<file path="config.mk">
export PLATFORM = sky130hd
export DESIGN_NAME = uart_rx_frame_counter
export DESIGN_NICKNAME = d
export VERILOG_FILES = /design/src/rtl/uart_rx_frame_counter.sv
export SDC_FILE = /design/constraint.sdc
export NUM_CORES = 1
export LEC_CHECK = 0
export ABC_AREA = 1
export BUFFER_PORTS_ARGS = -buffer_cell sky130_fd_sc_hd__buf_2
export CORE_MARGIN = 2
export CORE_UTILIZATION = 35
export CTS_BUF_LIST = sky130_fd_sc_hd__clkbuf_16
export CTS_CLUSTER_SIZE = 28
export DETAILED_ROUTE_END_ITERATION = 12
export PLACE_DENSITY = 0.51
export SLEW_MARGIN = 20
export SYNTH_ARGS = -nofsm -noshare
export SYNTH_HDL_FRONTEND = slang
export SYNTH_SLANG_ARGS = --single-unit
</file>
<file path="constraint.sdc">
create_clock -name CLK -period 4.3 [get_ports CLK]
set_input_delay 0.215 -clock CLK [delete_from_list [all_inputs] [get_ports CLK]]
set_output_delay 0.215 -clock CLK [all_outputs]
set_load 0.005 [all_outputs]
</file>
<file path="src/rtl/uart_rx_frame_counter.sv">
// Oversampling edge/bit counter for the UART receiver with a per-frame latched
// format (5-8 data bits, optional parity, 1/2 stop bits) and majority-vote strobes.
module uart_rx_frame_counter #(
    parameter int PRESCALE_WIDTH = 6,
    parameter int MIN_PRESCALE   = 4
) (
    input  logic                      CLK,
    input  logic                      RST,
    input  logic                      enable,
    input  logic [PRESCALE_WIDTH-1:0] Prescale,
    input  logic [1:0]                data_bits,
    input  logic                      par_en,
    input  logic                      stop2,
    output logic [PRESCALE_WIDTH-1:0] edge_cnt,
    output logic [3:0]                bit_cnt,
    output logic                      bit_done,
    output logic                      sample_strobe,
    output logic [1:0]                sample_idx,
    output logic                      frame_done,
    output logic                      active,
    output logic                      cfg_err
);

    localparam int W = PRESCALE_WIDTH;
    localparam logic [W-1:0] MIN_P = W'(MIN_PRESCALE);
    localparam logic [W-1:0] ONE_W = W'(1);

    logic [W-1:0] edge_cnt_q, edge_cnt_d;
    logic [3:0]   bit_cnt_q, bit_cnt_d;
    logic         active_q, active_d;
    logic         cfg_err_q, cfg_err_d;
    logic [W-1:0] presc_q, presc_d;
    logic [1:0]   data_bits_q, data_bits_d;
    logic         par_en_q, par_en_d;
    logic         stop2_q, stop2_d;

    logic [W-1:0] eff_presc, pe, pe_m1, half, s_lo, s_hi;
    logic [1:0]   eff_data_bits;
    logic         eff_par_en, eff_stop2;
    logic [3:0]   frame_len, frame_last;
    logic         latch_en;

    // Until a frame is running the live inputs define the format, so the very
    // first enabled cycle is already timed with the configuration being latched.
    assign eff_presc     = active_q ? presc_q     : Prescale;
    assign eff_data_bits = active_q ? data_bits_q : data_bits;
    assign eff_par_en    = active_q ? par_en_q    : par_en;
    assign eff_stop2     = active_q ? stop2_q     : stop2;

    assign pe    = (eff_presc < MIN_P) ? MIN_P : eff_presc;
    assign pe_m1 = pe - ONE_W;
    assign half  = pe >> 1;
    assign s_lo  = half - ONE_W;
    assign s_hi  = half + ONE_W;

    assign frame_len  = 4'd6 + {2'b00, eff_data_bits} + {3'b000, eff_par_en}
                      + (eff_stop2 ? 4'd2 : 4'd1);
    assign frame_last = frame_len - 4'd1;

    assign bit_done   = enable & (edge_cnt_q == pe_m1);
    assign frame_done = bit_done & (bit_cnt_q == frame_last);
    assign latch_en   = enable & (~active_q | frame_done);

    always_comb begin
        sample_strobe = 1'b0;
        sample_idx    = 2'd0;
        if (enable) begin
            if (edge_cnt_q == s_lo) begin
                sample_strobe = 1'b1;
                sample_idx    = 2'd0;
            end else if (edge_cnt_q == half) begin
                sample_strobe = 1'b1;
                sample_idx    = 2'd1;
            end else if (edge_cnt_q == s_hi) begin
                sample_strobe = 1'b1;
                sample_idx    = 2'd2;
            end
        end
    end

    always_comb begin
        edge_cnt_d  = edge_cnt_q;
        bit_cnt_d   = bit_cnt_q;
        active_d    = active_q;
        cfg_err_d   = cfg_err_q;
        presc_d     = presc_q;
        data_bits_d = data_bits_q;
        par_en_d    = par_en_q;
        stop2_d     = stop2_q;
        if (!enable) begin
            // Abort: drop the frame silently, shadow config is simply stale.
            edge_cnt_d = '0;
            bit_cnt_d  = 4'd0;
            active_d   = 1'b0;
            cfg_err_d  = 1'b0;
        end else begin
            if (latch_en) begin
                presc_d     = Prescale;
                data_bits_d = data_bits;
                par_en_d    = par_en;
                stop2_d     = stop2;
                active_d    = 1'b1;
                cfg_err_d   = cfg_err_q | (Prescale < MIN_P);
            end
            if (bit_done) begin
                edge_cnt_d = '0;
                bit_cnt_d  = frame_done ? 4'd0 : bit_cnt_q + 4'd1;
            end else begin
                edge_cnt_d = edge_cnt_q + ONE_W;
            end
        end
    end

    always_ff @(posedge CLK or negedge RST) begin
        if (!RST) begin
            edge_cnt_q  <= '0;
            bit_cnt_q   <= 4'd0;
            active_q    <= 1'b0;
            cfg_err_q   <= 1'b0;
            presc_q     <= '0;
            data_bits_q <= 2'd0;
            par_en_q    <= 1'b0;
            stop2_q     <= 1'b0;
        end else begin
            edge_cnt_q  <= edge_cnt_d;
            bit_cnt_q   <= bit_cnt_d;
            active_q    <= active_d;
            cfg_err_q   <= cfg_err_d;
            presc_q     <= presc_d;
            data_bits_q <= data_bits_d;
            par_en_q    <= par_en_d;
            stop2_q     <= stop2_d;
        end
    end

    assign edge_cnt = edge_cnt_q;
    assign bit_cnt  = bit_cnt_q;
    assign active   = active_q;
    assign cfg_err  = cfg_err_q;

endmodule

</file>
==> qor.csv, run 1 <==
stage;metric;value;unit
run_status;outcome;finished clean;
layout;final antenna diode count;0;
routing;Routed Antenna Nets;0;
clock_network;Clk Tree Root Cell;clkbuf_16;
yosys;YS warnings;0;
routing;DRC violations left;0;
clock_network;clock slew at reported path FFs;0.06;ns
yosys;Cells after Synth;249;
layout;fraction of layout cells with a size suffix above 1;0.217;
setup_path;Worst Reg-to-Reg Cells;15;
routing;DRT iter0 DRCs;41;
placement;DP Worst Slack;0.820;ns
setup_path;Bufs and invs on worst path;6;
sta;Max transition margin;0.646;
routing;Via Count;1582;
setup_path;required time worst endpoint;4.09;ns
layout;Area Overhead vs Synth;14.3;%
yosys;synthesized area per cell;7.50;um^2
power;Tot Pwr;0.680;mW
grt;initial antenna violation count;0;
sta;RSZ-0062 raised after global routing;false;
sta;Setup WS post-layout;0.588;ns
layout;Layout fillers;554;
yosys;synthesized area;1870;um^2
sta;Setup violations, final;0;
power;Pwr Density;318;nW/um^2
yosys;Synthesized Nets;273;
clock_network;CTS Buf Count;3;
hold_path;Hold/Removal Path Class;input port to flip-flop;
grt;grt ovf;0;
sta;fmax;269;MHz
setup_path;CP cell instances;buf_4 > o21ai_0 > inv_1 > ha_1 > inv_1 > ha_1 > inv_1 > fa_1 > xnor2_1 > nor3b_1 > nor3b_1 > nand3_4 > inv_1 > buf_2;
setup_path;stages on the worst setup path;14;
job;maxcap violations;0;
clock_network;clock sink count;22;
clock_network;CTS tree;built;
routing;First-pass DRT Iterations;4;
sta;final hold violations;0;
grt;global-route wire length before repair;7290;um
routing;drt wl/cell;12.0;um
yosys;Primary FF master, synth;dfrtp_1;
clock_network;CTS H-tree depth;1;
setup_path;CP max stage delay;0.47;ns
sta;worst hold slack;0.165;ns
clock_network;number of setup buffers added after CTS;0;
floorplanning;Core Area;5140;um^2
placement;port buffer count;29;
yosys;synthesized flop and latch total;22;
sta;Slew @ Worst Pin;0.530;ns
power;peak supply drop;0.108;mV
sta;Clock Skew;0.00201;ns
floorplanning;total die area;5930;um^2
power;Leak Pwr;1.17;nW
setup_path;end of the critical path;frame_done;
clock_network;CTS max path bufs;2;
floorplanning;die width;77.0;um
setup_path;critical path class;flip-flop to output port;
setup_path;CP max FO;13;
yosys;Yosys cell types;36;
floorplanning;row count;26;
setup_path;slowest cell on the critical path;nor3b_1;
sta;final setup TNS;0;ns
setup_path;FF-to-FF setup slack;0.86;ns
setup_path;Worst Path Arrival;3.50;ns
yosys;Synth area leaders;dfrtp_1 29%, nand2_1 16%, ha_1 6.0%;
grt;largest net degree at the start of global routing;23;
setup_path;crit-path leading delay family;adder cells;
yosys;top-area cell type share of the netlist area;0.295;
setup_path;crit path capture type;output port;
grt;gr usage total;0.152;
sta;Tmin final;3.71;ns
routing;WL final;4160;um
sta;Slew Limit Fails;0;
grt;number of global-route vias before repair;1530;
yosys;sequential area share after synthesis;0.295;
setup_path;Top cell by count, worst path;inv_1;
clock_network;clk_lat worst skew;0.26;ns
yosys;Post-synth EDFFs;0;
routing;Via density;4.57;
yosys;asr flop ratio synth;1.00;
floorplanning;Initial Util;0.363;
placement;gpl congestion;0.772;
sta;final worst-path cycle share;0.863;
floorplanning;I/O pins;30;
setup_path;reg2reg start;active;
floorplanning;Die Y;77.0;um
placement;post-detail-place hpwl;3250;um
layout;final net count;301;
yosys;area leader, netlist;dfrtp_1;
setup_path;crit path from;active;
setup_path;RR Endpoint;presc_q[2];
setup_path;startpoint type of the worst setup path;flip-flop;
## per-layer routing
metal	GRT usage	share of wire	vias to the layer above
met2	0.254	0.47	25
met4	0.0554	0.018	0
met1	0.204	0.49	722
li1	-	-	828
met3	0.0153	0.023	7
met5	0	0	-
## worst min path at each step
stage                start          to  slack, ns  cells past startpoint
3_3_place_gp           RST     stop2_q       0.23                      1
4_1_cts             par_en    par_en_q       0.16                      3
5_1_grt        Prescale[1]  presc_q[1]       0.18                      3
6_report            par_en    par_en_q       0.16                      3
3_5_place_dp           RST    par_en_q       0.23                      1
2_1_floorplan          RST      active      -0.08                      0
## Yosys cell counts, types with 2 or more instances
cell type / count
nand2_4: 2
xnor2_1: 11
nand3b_1: 2
nor3b_1: 3
nand3_4: 2
nand3_1: 18
or2_2: 2
nand4_1: 2
fa_1: 2
xor2_1: 12
a211oi_1: 2
nor2_1: 13
nor2_2: 2
nor2_4: 4
ha_1: 9
nand2_1: 80
buf_1: 2
dfrtp_1: 22
nand2_2: 11
o21ai_0: 3
inv_1: 28
buf_6: 2
nor3_1: 2
## metrics by stage
| stage | area, um^2 | util | instances |
|---|---|---|---|
| finish | 2130 | 0.415 | 346 |
| global route | 2130 | 0.415 | 346 |
| floorplan | 1870 | - | 249 |
| CTS | 2130 | 0.415 | 346 |
| detailed placement | 2050 | 0.398 | 341 |
| global placement | 2050 | 0.398 | 341 |
## worst register-to-register path, stage by stage, from the launching register on
cell and delay, ns:
dfrtp_1 0.38, buf_4 0.19, o21ai_0 0.33, inv_1 0.11, ha_1 0.29, inv_1 0.04, ha_1 0.18, inv_1 0.09
fa_1 0.43, xnor2_1 0.14, nor3b_1 0.15, nor3b_1 0.47, nand3_4 0.25, nand2_4 0.20, nand2_1 0.08, nand2_1 0.06
## cell usage in the layout, fill, tap and decap left out
cell           netlist  final
nor2_4               4      4
nand3_2              1      1
nand3_1             18     18
dfrtp_1             22     22
a211oi_1             2      2
nand3b_1             2      2
o21ai_2              1      1
buf_2                1     29
nor3_1               2      2
nor3_2               1      1
nand4_1              2      2
fa_1                 2      2
a21oi_1              1      1
nor4_1               1      1
xor2_1              12     12
ha_1                 9      9
o2111ai_1            1      1
o31ai_1              1      1
clkinv_1             0      1
nand2_1             80     80
clkbuf_16            0      3
inv_1               28     28
buf_4                1      1
nand2_4              2      2
nand3_4              2      2
inv_2                1      1
nor3b_1              3      3
mux2i_1              1      1
nand2_2             11     11
xnor2_1             11     11
nor2_1              13     13
nor2_2               2      2
dlygate4sd3_1        0      1
or2_2                2      2
o21ai_0              3      3
## flip-flops by register name (all words and copies together), names as in the netlist
register     count
bit_cnt          4
stop2_q          1
presc_q          6
active           1
par_en_q         1
edge_cnt         6
data_bits_q      2
cfg_err          1
## cells by family (layout without fill, tap and decap cells)
logic type      Yosys count  count (layout)  share of synthesized area
flops                    22              22                      0.295
fa+ha+maj                11              11                     0.0818
xor+xnor                 23              23                      0.108
mux                       1               1                    0.00536
simple gates            146             146                      0.387
compound gates            9               9                     0.0322
buf+inv                  37              64                     0.0911
## what timing repair did
| action | CTS | global route |
|---|---|---|
| hold endpoints to repair | 22 | 0 |
| hold buffers | 1 | 0 |
| gates resized for setup | 0 | 0 |
| endpoints found under the setup margin | 0 | 0 |
## power breakdown
group,switching [mW],internal [mW],leakage (nW)
Sequential,0.0172,0.224,0.286
Combinational,0.139,0.0980,0.844
Clock,0.0773,0.124,0.0385
Total,0.234,0.446,1.17
## area by class of cell
cell class	count	area, um^2	share of cell area
Timing Repair Buffer	31	163	0.0762
Clock inverter	1	3.75	0.00176
Multi-Input combinational cell	190	1150	0.537
Tap cell	70	87.6	0.0410
Inverter	29	109	0.0510
Sequential cell	22	551	0.258
Clock buffer	3	75.1	0.0352
(Power assumes the default switching activity.)
==> inputs of run 2 (changes only) <==
REMOVE_ABC_BUFFERS = 1   (was unset)
==> qor.csv, run 2 (synthesis results as in run 1) <==
stage;metric;value;unit
sta;RSZ-0062 raised after global routing;false;
placement;placed cells;341;
setup_path;required time worst endpoint;4.09;ns
routing;Via density;4.62;
sta;final worst-path cycle share;0.852;
sta;final hold violations;0;
layout;fraction of layout cells with a size suffix above 1;0.218;
layout;final net count;301;
placement;gpl congestion;0.834;
setup_path;Worst Reg-to-Reg Cells;15;
clock_network;clock slew at reported path FFs;0.06;ns
clock_network;CTS tree;built;
clock_network;clk_lat worst skew;0.25;ns
floorplanning;I/O pins;30;
setup_path;stages on the worst setup path;14;
sta;fmax;273;MHz
grt;gr usage total;0.141;
grt;initial antenna violation count;0;
layout;most frequent cells in the layout;80 x nand2_1, 29 x buf_2, 28 x inv_1;
floorplanning;Die Y;77.0;um
grt;global-route wire length before repair;6780;um
power;Tot Pwr;0.671;mW
sta;Tmin final;3.66;ns
clock_network;Clk Tree Root Cell;clkbuf_16;
clock_network;clock sink count;22;
clock_network;CTS max path bufs;2;
sta;Setup WS post-layout;0.638;ns
setup_path;CP max stage delay;0.47;ns
floorplanning;Core Area;5140;um^2
floorplanning;Initial Util;0.363;
layout;utilization after layout;0.415;
floorplanning;row count;26;
clock_network;number of setup buffers added after CTS;0;
placement;DP Worst Slack;0.890;ns
setup_path;FF-to-FF setup slack;0.91;ns
setup_path;slowest cell on the critical path;nor3b_1;
sta;final setup TNS;0;ns
sta;Setup violations, final;0;
setup_path;Bufs and invs on worst path;6;
floorplanning;die width;77.0;um
routing;Routed Antenna Nets;0;
setup_path;critical path class;flip-flop to output port;
sta;Slew @ Worst Pin;0.525;ns
routing;First-pass DRT Iterations;4;
power;Leak Pwr;1.17;nW
routing;drt wl/cell;11.7;um
power;peak supply drop;0.184;mV
hold_path;hold path depth;3;
run_status;outcome;finished clean;
setup_path;Top cell by count, worst path;inv_1;
routing;DRC violations left;0;
grt;grt ovf;0;
setup_path;crit-path leading delay family;adder cells;
job;maxcap violations;0;
hold_path;Hold/Removal Path Class;input port to flip-flop;
sta;Slew Limit Fails;0;
layout;Layout fillers;564;
clock_network;CTS H-tree depth;1;
layout;commonest non-fill, non-tap cell in the layout;nand2_1;
routing;WL final;4040;um
sta;Max transition margin;0.650;
clock_network;CTS Buf Count;3;
placement;port buffer count;29;
grt;largest net degree at the start of global routing;23;
power;Pwr Density;315;nW/um^2
placement;post-detail-place hpwl;3170;um
routing;Via Count;1595;
setup_path;CP cell instances;buf_4 > o21ai_0 > inv_1 > ha_1 > inv_1 > ha_1 > inv_1 > fa_1 > xnor2_1 > nor3b_1 > nor3b_1 > nand3_4 > inv_1 > buf_2;
floorplanning;total die area;5930;um^2
setup_path;CP max FO;13;
layout;Area Overhead vs Synth;14.1;%
setup_path;startpoint type of the worst setup path;flip-flop;
layout;final antenna diode count;0;
routing;DRT iter0 DRCs;42;
setup_path;crit path capture type;output port;
sta;Clock Skew;0.00259;ns
layout;Layout Cells excl Fill;345;
grt;number of global-route vias before repair;1480;
setup_path;Worst Path Arrival;3.45;ns
run 2: tightest hold or removal path, delay by kind of cell:
family / cells / cell delay [ns]
buf+inv: 1 / 0.09
simple gates: 2 / 0.09
run 2: path summary, 6_finish.rpt:
check / startpoint / endpoint
worst min register to register: cfg_err / cfg_err
worst min-delay path: data_bits[1] / data_bits_q[1]
min in group asynchronous: RST / presc_q[1]
worst max register to register: active / presc_q[2]
max in group asynchronous: RST / edge_cnt[5]
worst max-delay path: active / frame_done
run 2: metal layers:
layer,wire length (um),vias to the layer above,GRT usage,part of all wire
li1,-,826,-,-
met1,1970,737,0.188,0.49
met2,1900,24,0.236,0.47
met3,93,8,0.0165,0.023
met4,70,0,0.0500,0.017
met5,0,-,0,0
run 2: report_power, final:
group          switching [mW]  internal (mW)  total, mW
clock                  0.0717          0.123      0.195
combinational           0.138         0.0976      0.236
sequential             0.0163          0.224      0.240
total                   0.226          0.445      0.671
run 2: layout make-up:
cell class	count	area (um^2)	area share
clock buffer	3	75.1	0.0352
inverter	29	109	0.0511
multi-input combinational	190	1150	0.538
sequential	22	551	0.258
tap	70	87.6	0.0411
timing repair buffer	31	163	0.0763
run 2: per-stage QoR:
step	cell area (um^2)	hold slack (ns)
4_1_cts	2130	0.168
3_3_place_gp	2050	0.227
2_1_floorplan	1810	-0.0806
3_5_place_dp	2050	0.226
5_1_grt	2130	0.171
6_report	2130	0.170
run 2: repair_timing:
| item | 4_1_cts | 5_1_grt |
|---|---|---|
| endpoints found under the hold margin | 22 | 0 |
| setup endpoints to repair | 0 | 0 |
| hold buffers | 1 | 0 |
| resized for setup | 0 | 0 |
